$ cat config.mk
export PLATFORM = sky130hd
export DESIGN_NAME = wb_arbiter
export DESIGN_NICKNAME = d
export VERILOG_FILES = /design/src/rtl/wb_arbiter_pkg.sv /design/src/rtl/wb_arbiter_fifo.sv /design/src/rtl/wb_arbiter.sv
export SDC_FILE = /design/constraint.sdc
export NUM_CORES = 1
export LEC_CHECK = 0
export ABC_AREA = 1
export BUFFER_PORTS_ARGS = -buffer_cell sky130_fd_sc_hd__buf_2
export CAP_MARGIN = 30
export CORE_MARGIN = 10
export CORE_UTILIZATION = 45
export CTS_CLUSTER_SIZE = 30
export DETAILED_ROUTE_END_ITERATION = 10
export GPL_TIMING_DRIVEN = 0
export PLACE_DENSITY_LB_ADDON = 0.2
export SYNTH_ARGS = -nofsm -noshare
export SYNTH_HDL_FRONTEND = slang
export SYNTH_SLANG_ARGS = --single-unit
export TNS_END_PERCENT = 10
$ cat constraint.sdc
create_clock -name clk -period 7.5 [get_ports clk]
set_clock_uncertainty 0.05 [all_clocks]
set_input_delay 0.75 -clock clk [delete_from_list [all_inputs] [get_ports clk]]
set_output_delay 0.75 -clock clk [all_outputs]
set_load 0.005 [all_outputs]
$ cat src/rtl/wb_arbiter_pkg.sv
// Shared widths, source index constants and the writeback entry layout
// for the ROB writeback arbiter.
package wb_arbiter_pkg;

    localparam int unsigned WB_ECAUSE_W = 5;
    localparam int unsigned ROBID_W     = 7;
    localparam int unsigned XLEN        = 32;

    localparam int unsigned SRC_ALU = 0;
    localparam int unsigned SRC_BR  = 1;
    localparam int unsigned SRC_LSQ = 2;
    localparam int unsigned SRC_MUL = 3;

    typedef struct packed {
        logic                   error;
        logic [WB_ECAUSE_W-1:0] ecause;
        logic [ROBID_W-1:0]     robid;
        logic [XLEN-1:0]        result;
    } wb_entry_t;

    function automatic int unsigned rr_index(input int unsigned base,
                                             input int unsigned off,
                                             input int unsigned n);
        return (base + off) % n;
    endfunction

endpackage

$ cat src/rtl/wb_arbiter_fifo.sv
// Per-source skid FIFO holding completed results until the arbiter grants them.
// The full flag is a flop so it can drive src_ready directly.
module wb_fifo
    import wb_arbiter_pkg::*;
#(
    parameter int unsigned DEPTH = 2
) (
    input  logic      clk,
    input  logic      rst,
    input  logic      enq,
    input  wb_entry_t din,
    input  logic      deq,
    input  logic      flush,
    output logic      empty,
    output logic      full,
    output wb_entry_t head
);

    localparam int unsigned AW = (DEPTH > 1) ? $clog2(DEPTH) : 1;
    localparam int unsigned CW = $clog2(DEPTH) + 1;

    logic [AW-1:0] wr_ptr_q, wr_ptr_d;
    logic [AW-1:0] rd_ptr_q, rd_ptr_d;
    logic [CW-1:0] count_q, count_d;
    logic          full_q, full_d;
    wb_entry_t     mem_q [DEPTH];

    logic do_enq, do_deq;

    // Enqueue is blocked on a full FIFO even if the head leaves this cycle.
    assign do_enq = enq & ~full_q;
    assign do_deq = deq & (count_q != '0);

    always_comb begin
        wr_ptr_d = wr_ptr_q;
        rd_ptr_d = rd_ptr_q;
        count_d  = count_q;
        if (flush) begin
            wr_ptr_d = '0;
            rd_ptr_d = '0;
            count_d  = '0;
        end else begin
            if (do_enq) wr_ptr_d = wr_ptr_q + 1'b1;
            if (do_deq) rd_ptr_d = rd_ptr_q + 1'b1;
            case ({do_enq, do_deq})
                2'b10:   count_d = count_q + 1'b1;
                2'b01:   count_d = count_q - 1'b1;
                default: count_d = count_q;
            endcase
        end
        full_d = (count_d == CW'(DEPTH));
    end

    always_ff @(posedge clk or negedge rst) begin
        if (!rst) begin
            wr_ptr_q <= '0;
            rd_ptr_q <= '0;
            count_q  <= '0;
            full_q   <= 1'b0;
        end else begin
            wr_ptr_q <= wr_ptr_d;
            rd_ptr_q <= rd_ptr_d;
            count_q  <= count_d;
            full_q   <= full_d;
        end
    end

    always_ff @(posedge clk) begin
        if (do_enq && !flush) mem_q[wr_ptr_q] <= din;
    end

    assign empty = (count_q == '0);
    assign full  = full_q;
    assign head  = mem_q[rd_ptr_q];

endmodule

$ cat src/rtl/wb_arbiter.sv
// Serialises execution-unit completions onto the single ROB writeback port
// using per-source FIFOs and a round-robin grant over the FIFO heads.
module wb_arbiter
    import wb_arbiter_pkg::*;
#(
    parameter int unsigned NSRC  = 4,
    parameter int unsigned DEPTH = 2
) (
    input  logic                        clk,
    input  logic                        rst,
    input  logic                        rob_flush,
    input  logic [NSRC-1:0]             src_valid,
    output logic [NSRC-1:0]             src_ready,
    input  logic [NSRC-1:0]             src_error,
    input  logic [NSRC*WB_ECAUSE_W-1:0] src_ecause,
    input  logic [NSRC*ROBID_W-1:0]     src_robid,
    input  logic [NSRC*XLEN-1:0]        src_result,
    output logic                        wb_valid,
    output logic                        wb_error,
    output logic [WB_ECAUSE_W-1:0]      wb_ecause,
    output logic [ROBID_W-1:0]          wb_robid,
    output logic [XLEN-1:0]             wb_result
);

    localparam int unsigned PW = (NSRC > 1) ? $clog2(NSRC) : 1;

    logic [NSRC-1:0] empty_w, full_w, gnt_oh;
    wb_entry_t       din_w  [NSRC];
    wb_entry_t       head_w [NSRC];

    logic [PW-1:0]   ptr_q, ptr_d;
    logic [PW-1:0]   gnt_idx, cand;
    logic            gnt_valid;
    logic            wb_valid_q, wb_valid_d;
    wb_entry_t       wb_q, wb_d;

    for (genvar gi = 0; gi < NSRC; gi++) begin : g_src
        assign din_w[gi] = '{
            error:  src_error[gi],
            ecause: src_ecause[gi*WB_ECAUSE_W +: WB_ECAUSE_W],
            robid:  src_robid[gi*ROBID_W +: ROBID_W],
            result: src_result[gi*XLEN +: XLEN]
        };

        wb_fifo #(.DEPTH(DEPTH)) u_fifo (
            .clk   (clk),
            .rst   (rst),
            .enq   (src_valid[gi] & ~rob_flush),
            .din   (din_w[gi]),
            .deq   (gnt_oh[gi]),
            .flush (rob_flush),
            .empty (empty_w[gi]),
            .full  (full_w[gi]),
            .head  (head_w[gi])
        );
    end

    assign src_ready = ~full_w;

    // First non-empty head found scanning upward from ptr, wrapping at NSRC.
    always_comb begin
        gnt_valid = 1'b0;
        gnt_idx   = '0;
        cand      = '0;
        for (int unsigned k = 0; k < NSRC; k++) begin
            cand = PW'(rr_index(32'(ptr_q), k, NSRC));
            if (!gnt_valid && !empty_w[cand]) begin
                gnt_valid = 1'b1;
                gnt_idx   = cand;
            end
        end
        gnt_oh = '0;
        if (gnt_valid) gnt_oh[gnt_idx] = 1'b1;
    end

    always_comb begin
        ptr_d      = ptr_q;
        wb_valid_d = 1'b0;
        wb_d       = wb_q;
        if (gnt_valid && !rob_flush) begin
            ptr_d      = PW'(rr_index(32'(gnt_idx), 1, NSRC));
            wb_valid_d = 1'b1;
            wb_d       = head_w[gnt_idx];
        end
    end

    always_ff @(posedge clk or negedge rst) begin
        if (!rst) begin
            ptr_q      <= '0;
            wb_valid_q <= 1'b0;
            wb_q       <= '0;
        end else begin
            ptr_q      <= ptr_d;
            wb_valid_q <= wb_valid_d;
            wb_q       <= wb_d;
        end
    end

    assign wb_valid  = wb_valid_q;
    assign wb_error  = wb_q.error;
    assign wb_ecause = wb_q.ecause;
    assign wb_robid  = wb_q.robid;
    assign wb_result = wb_q.result;

endmodule

* Word-level counts from Yosys, hierarchy flattened
Memories as Yosys holds them, arrays and structs flattened. Cells that the tools add are included.
Operators by class: $add $sub $neg 20, order comparisons 7, equal/unequal tests 12, mux-type cells 55, bitwise operators 19, reductions and logical operators 31
Operators by type and width (count):
- $bmux W45 S2 | 1
- $mux W45 | 2
- $mux W1 | 34
- $reduce_bool A2 Y1 | 12
- $eq A2 B2 Y1 const B | 8
- $mux W2 | 8
- $pmux W2 S2 | 4
- $lt A2 B3 Y1 const B | 5
- $add A2 B1 Y2 const B | 6
- $and A1 B1 Y1 | 12
- $logic_and A1 B1 Y1 | 9
- $add A1 B1 Y1 const B | 8
- $bmux W1 S2 | 4
- $eq A2 B1 Y1 const B | 4
- $logic_not A2 Y1 | 4
- $sub A2 B1 Y2 const B | 4
- $logic_not A1 Y1 | 6
- $not A1 Y1 | 5
- $add A2 B2 Y2 const B | 2
- $mux W4 | 1
- $not A4 Y4 | 1
- $ge A3 B3 Y1 const B | 1
- $not A2 Y3 | 1
- $demux W1 S2 | 1
- $ge A2 B1 Y1 const B | 1
Storage, ports and cells: bits in registers 68, bits in writable memories 360, input port bits 187, output and inout port bits 50, memories 4
Memories:
- g_src[0].u_fifo.mem_q | depth 2, width 45, read ports 1, clocked after Yosys merged registers in 0, wr ports 1, RTL line wb_arbiter_fifo.sv:26 | wb_entry_t mem_q [DEPTH];
- g_src[1].u_fifo.mem_q | depth 2, width 45, read ports 1, clocked after Yosys merged registers in 0, wr ports 1, RTL line wb_arbiter_fifo.sv:26
- g_src[2].u_fifo.mem_q | depth 2, width 45, read ports 1, clocked after Yosys merged registers in 0, wr ports 1, RTL line wb_arbiter_fifo.sv:26
- g_src[3].u_fifo.mem_q | depth 2, width 45, read ports 1, clocked after Yosys merged registers in 0, wr ports 1, RTL line wb_arbiter_fifo.sv:26

* Longest topological paths before layout
Gate-level depths: netlist of the first run.
depth after elaboration 22, gate-level depth with buffers 22, mapped depth without buffers 19

* By module
Synthesis of the first run repeated with hierarchy kept, for this count alone.
Unflattened totals: cells, all modules 1899, area, all modules 18734.2 um2
Modules (own cells, without submodules):
- wb_fifo | times used 4, cells an instance 269, area an instance 3552.2 um2
- wb_arbiter | times used 1, cells an instance 823, area an instance 4525.6 um2

* Worst setup path after synthesis of the first run
OpenSTA, ideal clock, no wires.
kind input -> register, start in rob_flush, end mem g_src[2].u_fifo.mem_q[1][0] (netlist bit) (enable), arrival 4.498 ns, setup slack 2.449 ns, stages 5, buffers on the path 2, path through clkbuf_1 > clkinv_1 > clkbuf_1 > nand2_1 > nor3_1
On the way: longest elaborated chain between the ends 6, elaborated cells between the ends (all ways) 7, classes of those cells mux (2); bitwise (3); reduce/logical (2)
Ends and longest elaborated chain:
- start, declared | RTL line wb_arbiter.sv:11 | input logic rob_flush,
- $not A1 Y1 | RTL line wb_arbiter.sv:48 | .enq (src_valid[gi] & ~rob_flush),
- $and A1 B1 Y1 | RTL line wb_arbiter.sv:48
- $and A1 B1 Y1 | RTL line wb_arbiter_fifo.sv:31 | assign do_enq = enq & ~full_q;
- $logic_and A1 B1 Y1 (*) | RTL line wb_arbiter_fifo.sv:69 | if (do_enq && !flush) mem_q[wr_ptr_q] <= din;
- $mux W1 (*) | RTL line wb_arbiter_fifo.sv:69
- $mux W1 (not written as such) (*) | RTL line wb_arbiter_fifo.sv:69
- end, declared | RTL line wb_arbiter_fifo.sv:26
Mark *: on every way between the ends. The rest lies on a longest branch, timed or not.

* Worst setup path in the final report of the first run
start reg g_src[1].u_fifo.count_q[0], end reg g_src[0].u_fifo.full_q
On the way: longest elaborated chain between the ends 22, elaborated cells between the ends (all ways) 37, classes of those cells order compare (2); eq/ne (3); mux (21); bitwise (1); reduce/logical (10)
Ends and longest elaborated chain:
- start, declared | RTL line wb_arbiter_fifo.sv:24 | logic [CW-1:0] count_q, count_d;
- start signal, assigned | RTL line wb_arbiter_fifo.sv:63 | count_q <= count_d;
- $logic_not A2 Y1 (*) | RTL line wb_arbiter_fifo.sv:72 | assign empty = (count_q == '0);
- $bmux W1 S2 | RTL line wb_arbiter.sv:67 | if (!gnt_valid && !empty_w[cand]) begin
- $mux W1 (not written as such) | RTL line wb_arbiter.sv:67
- $logic_not A1 Y1 | RTL line wb_arbiter.sv:67
- $logic_and A1 B1 Y1 | RTL line wb_arbiter.sv:67
- $mux W1 | RTL line wb_arbiter.sv:67
- $logic_not A1 Y1 | RTL line wb_arbiter.sv:67
- $logic_and A1 B1 Y1 | RTL line wb_arbiter.sv:67
- (+7 left out)
- $demux W1 S2 | RTL line wb_arbiter.sv:73 | if (gnt_valid) gnt_oh[gnt_idx] = 1'b1;
- $mux W4 (*) | RTL line wb_arbiter.sv:73
- $and A1 B1 Y1 (*) | RTL line wb_arbiter_fifo.sv:32 | assign do_deq = deq & (count_q != '0);
- $eq A2 B1 Y1 or $eq A2 B2 Y1 (tied branches) | RTL line wb_arbiter_fifo.sv:45 | case ({do_enq, do_deq})
- $pmux W2 S2 (*) | RTL line wb_arbiter_fifo.sv:45
- $mux W2 (*) | RTL line wb_arbiter_fifo.sv:38 | if (flush) begin
- $eq A2 B2 Y1 (*) | RTL line wb_arbiter_fifo.sv:51 | full_d = (count_d == CW'(DEPTH));
- net g_src[0].u_fifo.full_d | RTL line wb_arbiter_fifo.sv:25 | logic full_q, full_d;
- end signal, assigned | RTL line wb_arbiter_fifo.sv:64 | full_q <= full_d;
- end, declared | RTL line wb_arbiter_fifo.sv:25
Mark *: on every way through the listed nets, which the timed path passes. The rest lies on a longest branch. The select of a mux whose other input is x is not followed. A chain may end at the register's enable or synchronous reset.

==> run_results.csv, run 1 <==
group,metric,value,unit
worst_setup_path,path_max_fanout,10,
floorplan,die_y,219.3,um
detailed_routing,drt_iter0_markers,1013,
synth,synth_area_leaders,"edfxtp_1 (60%), nand2_1 (22%), dfrtp_1 (9.5%), nand3_1 (2.8%), clkbuf_1 (1.1%)",
clocking,clockBufferDepth,3,
clocking,clk_pin_slew,60,ps
clocking,clk_latency,560,ps
cells_and_area,drive_above_1_share,17.53,%
global_routing,grt_pass1_vias,13140,
synth,ys.flop_type,"edfxtp_1",
clocking,htreeDepth,2,
detailed_routing,vias,12910,
worst_setup_path,crit_type,"reg2reg",
sta,period_share,45.39,%
synth,yosysTopAreaCellShare,60.50,%
flow_run,cap_violations,0,
placed_design,placed_cell_area,0.02001,mm2
clocking,post_cts_resized,0,
sta,worst_slew_pin_slew,855.9,ps
sta,rsz0062_at_grt,"no",
global_routing,grt_pass1_wl,73.25,mm
synth,synth_edf_count,360,
cells_and_area,n_antenna_cell,0,
placed_design,gp_congestion,0.8679,
synth,syn_inst,1762,
synth,ys_warn_count,0,
worst_setup_path,reg2regPathDepth,20,
sta,clock.fmax,293.8,MHz
worst_setup_path,startpoint_type,"flip-flop",
sta,hold_violations,0,
detailed_routing,drc,0,
synth,ys_ff_latch,428,
detailed_routing,routed_wl,48.66,mm
sta,period_needed,3404,ps
global_routing,overflow,0,
synth,avgSynthCellArea,10.14,um2
sta,setup_viol,0,
floorplan,rows,72,
hold_path,hold_class,"in2async",
detailed_routing,drt-pass1-iter-count,7,
synth,synth.distinct_cells,26,
synth,async_flop_share,15.89,%
sta,slew_violations,0,
synth,synth_top_cell_by_area,"edfxtp_1",
global_routing,grt_antenna_before_repair,1,
power_and_ir_drop,power.density,445.2,mW/mm2
clocking,cts_tree,"done",
power_and_ir_drop,ir_drop,0.2144,mV
worst_setup_path,worstSetupEndpointType,"flip-flop",
global_routing,grt_max_degree,69,
floorplan,design.portCount,237,
placed_design,portBuffers,235,
worst_setup_path,reg2reg_from,"g_src[1].u_fifo.count_q[0]$_DFF_PN0_",
clocking,cts_buffers,45,
detailed_routing,drtAntennaViolNets,0,
worst_setup_path,r2r_slack,4100,ps
clocking,ctsHoldBuffers,0,
sta,max-slew-margin-rel,42.63,%
power_and_ir_drop,p_leak,9.644,nW
synth,synth_seq_area_share,70.02,%
detailed_routing,wl_per_cell,18.63,um
worst_setup_path,cp_data_arrival_time,3790,ps
clocking,cts_setup_buffers,0,
cells_and_area,area_delta_synth_final,19.73,%
cells_and_area,final_area,0.02139,mm2
cells_and_area,nets,2253,
floorplan,dieArea,0.04808,mm2
synth,synth_nets,1953,
floorplan,start_util,45.91,%
detailed_routing,via_per_inst,4.943,
global_routing,grt_usage,20.05,%
sta,worst_slack,4096,ps
synth,syn_area,0.01787,mm2
floorplan,fp.dieW,219.3,um
clocking,cts-root-buf,"clkbuf_16",
cells_and_area,fillers,3467,
placed_design,place_ws,3737,ps
sta,fin_setup_tns,0,ps
worst_setup_path,cp.required,7890,ps
worst_setup_path,timing.rr.end,"g_src[0].u_fifo.full$_DFF_PN0_",
run_status,outcome,"completed",
floorplan,core,0.03892,mm2
placed_design,dp.final_hpwl,36.08,mm
clocking,clock_sinks,428,
## registers in the layout, indices dropped and copies added, names as in the netlist
| register | cells |
|---|---|
| g_src.u_fifo.count_q | 8 |
| g_src.u_fifo.full | 4 |
| g_src.u_fifo.mem_q | 360 |
| g_src.u_fifo.rd_ptr_q | 4 |
| g_src.u_fifo.wr_ptr_q | 4 |
| ptr_q | 2 |
| wb_ecause | 5 |
| wb_error | 1 |
| wb_result | 32 |
| wb_robid | 7 |
| wb_valid | 1 |
## synth_stat cells (all sizes together) (3+ instances only)
library cell and count:
a21oi 7, buf 35, clkbuf 54, dfrtp 68, edfxtp 360, ha 4, inv 30, nand2 1044
nand3 102, nor2 27, nor3 7, nor3b 4, nor4 4, o21ai 11, o22ai 3
## layout make-up
class | count | area [um2] | share of cell area (%)
Timing Repair Buffer | 253 | 1445 | 6.755
Tap cell | 518 | 648.1 | 3.030
Clock buffer | 60 | 1244 | 5.814
Multi-Input combinational cell | 1214 | 4876 | 22.79
Clock inverter | 19 | 135.1 | 0.6317
Sequential cell | 428 | 12510 | 58.49
Inverter | 31 | 116.4 | 0.5439
Buffer | 89 | 416.7 | 1.948
## cells in the final DEF (no fill, tap or decap), types with 5 or more instances in the layout
| master | netlist | layout |
|---|---|---|
| nand2_1 | 1040 | 1040 |
| edfxtp_1 | 360 | 360 |
| buf_2 | 24 | 258 |
| nand3_1 | 100 | 100 |
| dfrtp_1 | 68 | 68 |
| clkbuf_1 | 54 | 64 |
| clkbuf_16 | 0 | 46 |
| inv_1 | 23 | 23 |
| nor2_1 | 24 | 19 |
| buf_6 | 7 | 18 |
| clkinv_1 | 1 | 11 |
| o21ai_0 | 9 | 9 |
| inv_2 | 7 | 7 |
| a21oi_1 | 7 | 7 |
| nor2_4 | 1 | 6 |
| clkinv_2 | 0 | 6 |
| buf_12 | 0 | 5 |
## logic make-up after synthesis
kind of cell             count (synthesis)  synth area share (%)
AND/OR/NAND/NOR                       1189                 26.10
flip-flops                             428                 70.02
buffers and inverters                  120                 2.983
AO/OA/AOI/OAI                           21                0.6092
adder cells (fa/ha/maj)                  4                0.2801
## where the power goes
| group | leakage, nW | total, mW | internal, mW | switching, mW |
|---|---|---|---|---|
| Combinational | 4.80 | 4.34 | 1.32 | 3.02 |
| Clock | 0.675 | 2.11 | 1.22 | 0.881 |
| Sequential | 4.17 | 3.08 | 2.93 | 0.150 |
## through the flow
step | hold WS, ps | util (%) | std cells | total power, mW
5_1_grt | 153.3 | 54.97 | 2612 | 10.28
3_5_place_dp | 410.7 | 51.43 | 2533 | 7.489
3_3_place_gp | 406.2 | 50.60 | 2515 | 7.417
4_1_cts | 135.2 | 54.97 | 2612 | 9.619
6_report | 128.7 | 54.97 | 2612 | 9.525
2_1_floorplan | 404.4 | - | 1762 | 5.950
## metal layers
layer / part of all wire (%) / vias up / global-route usage (%)
met5: 0.041 / - / 0
met4: 3.1 / 2 / 7.378
met3: 6.4 / 91 / 4.292
met2: 49 / 384 / 33.33
met1: 42 / 6074 / 25.37
li1: - / 6360 / -
## worst max-delay path, cell delays in order, from the launching register on
cell and delay [ps]:
dfrtp_1 420, nor2_1 270, nand2_1 120, nand2_1 110
nand2_1 50, nand2_1 60, nand2_1 50, nand2_1 110
nand2_2 290, nand2_2 280, buf_6 220, buf_6 170
inv_2 40, nand3_2 80, inv_2 50, ha_1 310
inv_1 60, nand2_1 60, nor2_1 90, nor2_1 60
nor4_1 310
## how the worst max path moves through the flow
stage                                         startpoint                                      to  slack, ps  depth (start not counted)
floorplan                                      rob_flush   g_src[2].u_fifo.mem_q[1][0]$_DFFE_PP_       2450                          5
finish              g_src[1].u_fifo.count_q[0]$_DFF_PN0_          g_src[0].u_fifo.full$_DFF_PN0_       4100                         20
CTS                 g_src[1].u_fifo.count_q[0]$_DFF_PN0_          g_src[0].u_fifo.full$_DFF_PN0_       4100                         20
global placement                               rob_flush   g_src[2].u_fifo.mem_q[1][4]$_DFFE_PP_         20                          5
global route        g_src[1].u_fifo.count_q[0]$_DFF_PN0_          g_src[0].u_fifo.full$_DFF_PN0_       3860                         20
detailed placement                             rob_flush  g_src[2].u_fifo.mem_q[1][42]$_DFFE_PP_       3740                          9
(Power assumes the default switching activity.)
==> inputs of run 2 (changes only) <==
==> constraint.sdc (replaced) <==
create_clock -name clk -period 3 [get_ports clk]
set_clock_uncertainty 0.05 [all_clocks]
set_input_delay 0.3 -clock clk [delete_from_list [all_inputs] [get_ports clk]]
set_output_delay 0.3 -clock clk [all_outputs]
set_load 0.005 [all_outputs]
==> run 2 against run 1 <==
Hold slack got worse by 59 ps. Critical path depth unchanged. Flip-flop and latch count did not move. Global-route usage rose by 1.2 points. Die area stayed put.
==> run_results.csv, run 2 (synthesized netlist as in run 1, its figures left out) <==
group,metric,value,unit
run_status,outcome,"completed",
sta,clock.fmax,352.8,MHz
clocking,cts_tree,"done",
hold_path,hold_class,"in2reg",
sta,hold_violations,0,
global_routing,grt_antenna_before_repair,2,
clocking,clk_pin_slew,60,ps
sta,period_needed,2834,ps
cells_and_area,mostFrequentLayoutCell,"nand2_1",
floorplan,dieArea,0.04808,mm2
floorplan,die_y,219.3,um
floorplan,design.portCount,237,
worst_setup_path,path_cells,"buf_6, inv_2, nand2_1, nand2_1, nand2_1, nand2_1, nand2_1, nand2_1, nor2_2, nand2_4, nand2_8, buf_12, buf_8, nand2_1, inv_1, ha_1, inv_1, o21ai_0, a21oi_1, nor4_1",
power_and_ir_drop,p_leak,10.51,nW
power_and_ir_drop,ir_drop,0.6531,mV
placed_design,portBuffers,235,
worst_setup_path,cp_slowest_stage_delay,370,ps
global_routing,grt_pass1_vias,13940,
sta,worst_slew_pin_slew,964.3,ps
worst_setup_path,worstSetupEndpointType,"flip-flop",
clocking,clock_sinks,428,
cells_and_area,largest_register_ffs,360,
detailed_routing,drt_iter0_markers,1109,
clocking,clockBufferDepth,3,
clocking,cts-root-buf,"clkbuf_16",
worst_setup_path,cp_common_cell,"nand2_1",
sta,max-slew-margin-rel,35.50,%
sta,rsz0062_at_grt,"yes",
clocking,cts_buffers,45,
global_routing,grt_pass1_wl,78.07,mm
cells_and_area,nets,2438,
sta,holdWs,69.39,ps
sta,worst_slack,165.5,ps
clocking,htreeDepth,2,
placed_design,place_ws,-288.5,ps
placed_design,post-place-cells,2531,
worst_setup_path,cpMaxStageDelayCell,"dfrtp_1",
cells_and_area,final_core_util,60.45,%
global_routing,grt_max_degree,68,
detailed_routing,routed_wl,51.60,mm
worst_setup_path,path_max_fanout,10,
detailed_routing,drtAntennaViolNets,0,
detailed_routing,drt-pass1-iter-count,5,
placed_design,gp_congestion,0.8784,
detailed_routing,drc,0,
floorplan,fp.dieW,219.3,um
sta,slew_violations,0,
detailed_routing,vias,13760,
detailed_routing,via_per_inst,4.917,
worst_setup_path,cp.required,3420,ps
worst_setup_path,cp_data_arrival_time,3260,ps
floorplan,rows,72,
cells_and_area,layout_common_cells,"nand2_1 (1039), edfxtp_1 (360), buf_2 (257)",
detailed_routing,wl_per_cell,18.44,um
sta,setup_viol,0,
global_routing,grt_usage,21.28,%
floorplan,core,0.03892,mm2
cells_and_area,regMostFlops,"g_src.u_fifo.mem_q",
sta,period_share,94.48,%
sta,fin_setup_tns,0,ps
clocking,clk_latency,580,ps
worst_setup_path,startpoint_type,"flip-flop",
cells_and_area,area_delta_synth_final,31.65,%
global_routing,overflow,0,
cells_and_area,instances_no_fill,2799,
floorplan,start_util,45.91,%
placed_design,dp.final_hpwl,35.97,mm
worst_setup_path,crit_type,"reg2reg",
power_and_ir_drop,power.density,1055,mW/mm2
flow_run,cap_violations,0,
cells_and_area,drive_above_1_share,16.93,%
## run 2: cell count changes in the layout (fill, tap and decap cells not counted), sizes merged
cell	delta
clkinvlp	+2
buf	+3
clkinv	-9
bufinv	+2
inv	+1
diode	+1
dlygate4sd3	+182
clkbuf	+5
## run 2: critical path: cells and delay by family, from the launching register on
family / cells / cell delay [ps]
compound gates: 2 / 240
simple gates: 11 / 1160
flops: 1 / 370
fa+ha+maj: 1 / 270
buf+inv: 6 / 620
## run 2: final cells by class
type,count,area [um2]
Antenna cell,1,2.502
Tap cell,518,648.1
Inverter,31,116.4
Fill cell,3225,15390
Buffer,89,435.4
Clock buffer,65,1295
Clock inverter,15,183.9
Sequential cell,428,12510
Timing Repair Buffer,438,3372
Multi-Input combinational cell,1214,4957
## run 2: worst paths after layout
kind / from / endpoint / slack (ps) / cells after the start
setup / recovery: ptr_q[0]$_DFFE_PN0P_ / g_src[3].u_fifo.full$_DFF_PN0_ / 170 / 20
hold / removal: src_valid[1] / g_src[1].u_fifo.wr_ptr_q$_DFFE_PN0P_ / 70 / 4
setup reg to reg: ptr_q[0]$_DFFE_PN0P_ / g_src[3].u_fifo.full$_DFF_PN0_ / 170 / 20
hold reg to reg: wb_result[20]$_DFFE_PN0P_ / wb_result[20]$_DFFE_PN0P_ / 420 / 2
max in group asynchronous: rst / wb_result[24]$_DFFE_PN0P_ / 2230 / 3
min in group asynchronous: rst / wb_result[21]$_DFFE_PN0P_ / 240 / 3
## run 2: what timing repair did
action | CTS | global route
setup buffers | 2 | 3
endpoints found under the hold margin | 428 | 0
endpoints found under the setup margin | 10 | 8
pin swaps | 2 | 4
gates cloned | 0 | 0
hold buffers | 182 | 0
gates resized for setup | 5 | 18
## run 2: per-layer routing
metal | vias up | GRT usage (%) | wire length, um
li1 | 6746 | - | -
met3 | 98 | 4.649 | 3828
met1 | 6460 | 26.47 | 20860
met2 | 460 | 35.56 | 25220
met5 | - | 0 | 0
met4 | 0 | 8.366 | 1695
## run 2: through the flow
| stage | power (mW) | area (um2) |
|---|---|---|
| 2_1_floorplan | 14.88 | 17880 |
| 3_3_place_gp | 18.53 | 19710 |
| 3_5_place_dp | 18.78 | 20090 |
| 4_1_cts | 24.75 | 23430 |
| 5_1_grt | 26.66 | 23520 |
| 6_report | 24.81 | 23520 |
## run 2: power breakdown
group | switching [mW] | internal, mW
registers | 0.374 | 7.32
logic | 7.81 | 3.68
clock network | 2.28 | 3.34
total | 10.5 | 14.3
==> inputs of run 3 (changes only) <==
==> constraint.sdc (replaced) <==
create_clock -name clk -period 2.4 [get_ports clk]
set_clock_uncertainty 0.05 [all_clocks]
set_input_delay 0.24 -clock clk [delete_from_list [all_inputs] [get_ports clk]]
set_output_delay 0.24 -clock clk [all_outputs]
set_load 0.005 [all_outputs]
==> run 3 against run 2 <==
The run now ends with negative setup slack left. First-iteration DRC count decreased by 4.7%. Clock-buffer cell count fell by 11. Die area stayed put. Critical path depth decreased by 1. Combinational power grew 50%. Critical endpoint is now g_src[0].u_fifo.full$_DFF_PN0_. Largest cell class unchanged. Highest routed layer unchanged.
==> run_results.csv, run 3 (synthesized netlist as in run 1, its figures left out) <==
group,metric,value,unit
placed_design,gp_congestion,0.8700,
sta,setup_viol,19,
power_and_ir_drop,switching_power,14.27,mW
worst_setup_path,worstSetupEndpointType,"flip-flop",
floorplan,fp.dieW,219.3,um
placed_design,portBuffers,235,
power_and_ir_drop,power.density,1402,mW/mm2
global_routing,grt_max_degree,68,
sta,clock.fmax,374.8,MHz
cells_and_area,area_delta_synth_final,35.82,%
clocking,clockBufferDepth,3,
clocking,cts_tree,"done",
detailed_routing,wl_per_cell,18.66,um
cells_and_area,regMostFlops,"g_src.u_fifo.mem_q",
cells_and_area,largest_register_ffs,360,
detailed_routing,drtAntennaViolNets,0,
global_routing,grt_antenna_before_repair,1,
power_and_ir_drop,swShare,41.97,%
clocking,clk_latency,590,ps
detailed_routing,vias,14000,
cells_and_area,nets,2471,
detailed_routing,via_per_inst,4.944,
power_and_ir_drop,p_int,19.74,mW
global_routing,grt_pass1_wl,80.21,mm
global_routing,grt_pass1_vias,14430,
sta,fin_setup_tns,-2106,ps
worst_setup_path,startpoint_type,"flip-flop",
cells_and_area,layout_common_cells,"nand2_1 (1016), edfxtp_1 (360), buf_2 (249)",
power_and_ir_drop,ir_drop,0.6937,mV
cells_and_area,drive_above_1_share,21.45,%
power_and_ir_drop,combinationalPowerShare,50.7,%
sta,rsz0062_at_grt,"yes",
cells_and_area,fillers,3183,
worst_setup_path,cp_slowest_stage_delay,420,ps
sta,slew_violations,0,
detailed_routing,drc,0,
placed_design,dp.final_hpwl,36.26,mm
hold_path,hold_class,"in2reg",
power_and_ir_drop,p_leak,10.82,nW
worst_setup_path,cp_data_arrival_time,3080,ps
floorplan,design.portCount,237,
power_and_ir_drop,power_frac_clock,20.9,%
worst_setup_path,crit_type,"reg2reg",
floorplan,start_util,45.91,%
run_status,outcome,"complete, but fails checks",
floorplan,core,0.03892,mm2
floorplan,dieArea,0.04808,mm2
worst_setup_path,path_cells,"nor2_2, nand2_1, nand3_1, nand2_2, nor2_4, nand3_4, nand2_8, nand2_8, buf_12, buf_12, clkinv_4, nand3_4, inv_4, ha_4, inv_4, nand2_4, nor2_4, nor2_4, nor4_2",
sta,max-slew-margin-rel,41.44,%
power_and_ir_drop,p_seq_share,28.3,%
run_status,violations,"negative setup slack",
clocking,clock_sinks,428,
global_routing,grt_usage,21.81,%
clocking,htreeDepth,2,
flow_run,cap_violations,0,
sta,holdWs,40.21,ps
global_routing,overflow,0,
sta,worst_slack,-268.4,ps
clocking,cts_buffers,45,
sta,worst_slew_pin_slew,876.4,ps
worst_setup_path,cp.required,2810,ps
sta,period_needed,2668,ps
worst_setup_path,path_max_fanout,5,
detailed_routing,drt_iter0_markers,1057,
detailed_routing,routed_wl,52.86,mm
floorplan,die_y,219.3,um
worst_setup_path,cpMaxStageDelayCell,"dfrtp_1",
sta,period_share,111.2,%
floorplan,rows,72,
worst_setup_path,cp_common_cell,"nor2_4",
sta,hold_violations,0,
detailed_routing,drt-pass1-iter-count,5,
clocking,cts-root-buf,"clkbuf_16",
cells_and_area,mostFrequentLayoutCell,"nand2_1",
clocking,clk_pin_slew,60,ps
[run 3: cell count changes in the layout (fill, tap and decap cells not counted), moves of 6 or more]
cell and delta:
buf_4 +30, clkbuf_1 -28, nand2_1 -23, nand2_2 +15
clkbuf_2 +13, buf_2 -8, clkbuf_4 +7, nand2_4 +7
nor2_1 -7, nor2_4 +7, inv_1 -6, inv_4 +6
[run 3: repair_timing]
action	in CTS	in global routing
gates resized for setup	76	92
hold buffers	185	0
pin swaps	32	28
setup buffers	27	13
endpoints found under the hold margin	436	0
cloned	0	1
setup endpoints to repair	62	58
[run 3: power groups by stage]
stage          Clock [mW]  Sequential, mW  Combinational (mW)
2_1_floorplan           0            9.68                8.91
3_3_place_gp            0            9.75                13.4
3_5_place_dp            0            9.74                13.8
4_1_cts              7.23            9.60                15.9
5_1_grt              7.55            9.71                19.2
6_report             7.12            9.63                17.3
[run 3: layout make-up]
| type | count | area, um2 | area share [%] |
|---|---|---|---|
| repair buffers | 471 | 3679 | 15.16 |
| plain buffers | 89 | 514.2 | 2.119 |
| flip-flops and latches | 428 | 12520 | 51.58 |
| clock buffers | 54 | 1222 | 5.037 |
| clock inverters | 25 | 274.0 | 1.129 |
| multi-input cells | 1214 | 5266 | 21.70 |
| inverters | 31 | 142.6 | 0.5878 |
| diodes | 2 | 5.005 | 0.02062 |
| well taps | 518 | 648.1 | 2.671 |
[run 3: stage by stage]
step / instance area, um2 / total power [mW] / std cells / setup slack [ps] / util (%)
final: 24270 / 34.01 / 2832 / -268.4 / 62.36
after global routing: 24270 / 36.45 / 2831 / -383.9 / 62.35
after CTS: 23880 / 32.75 / 2819 / -203.5 / 61.37
after detailed placement: 20080 / 23.49 / 2528 / -845.2 / 51.60
after global placement: 19730 / 23.17 / 2515 / -2182 / 50.69
after floorplan: 17900 / 18.59 / 1762 / -650.7 / -
[run 3: worst paths after layout]
kind	end	startpoint	slack (ps)	cells past startpoint
max	g_src[0].u_fifo.full$_DFF_PN0_	g_src[0].u_fifo.count_q[0]$_DFF_PN0_	-270	19
min	g_src[3].u_fifo.wr_ptr_q$_DFFE_PN0P_	src_valid[3]	40	4
max reg2reg	g_src[0].u_fifo.full$_DFF_PN0_	g_src[0].u_fifo.count_q[0]$_DFF_PN0_	-270	19
min reg2reg	wb_result[19]$_DFFE_PN0P_	wb_result[19]$_DFFE_PN0P_	430	2
max in group asynchronous	wb_result[23]$_DFFE_PN0P_	rst	1710	3
min in group asynchronous	wb_result[24]$_DFFE_PN0P_	rst	160	3
[run 3: per-layer routing]
layer | up-vias | GRT usage [%] | routed length, um
met1 | 6637 | 27.02 | 21250
met3 | 98 | 4.594 | 3536
met5 | - | 0 | 0
met2 | 471 | 36.75 | 26260
met4 | 0 | 8.527 | 1814
li1 | 6796 | - | -
[run 3: critical path: cells and delay by family (launching register included)]
family        cells  cell delay [ps]
buf+inv           5              440
fa+ha+maj         1              210
flops             1              420
simple gates     13             1410
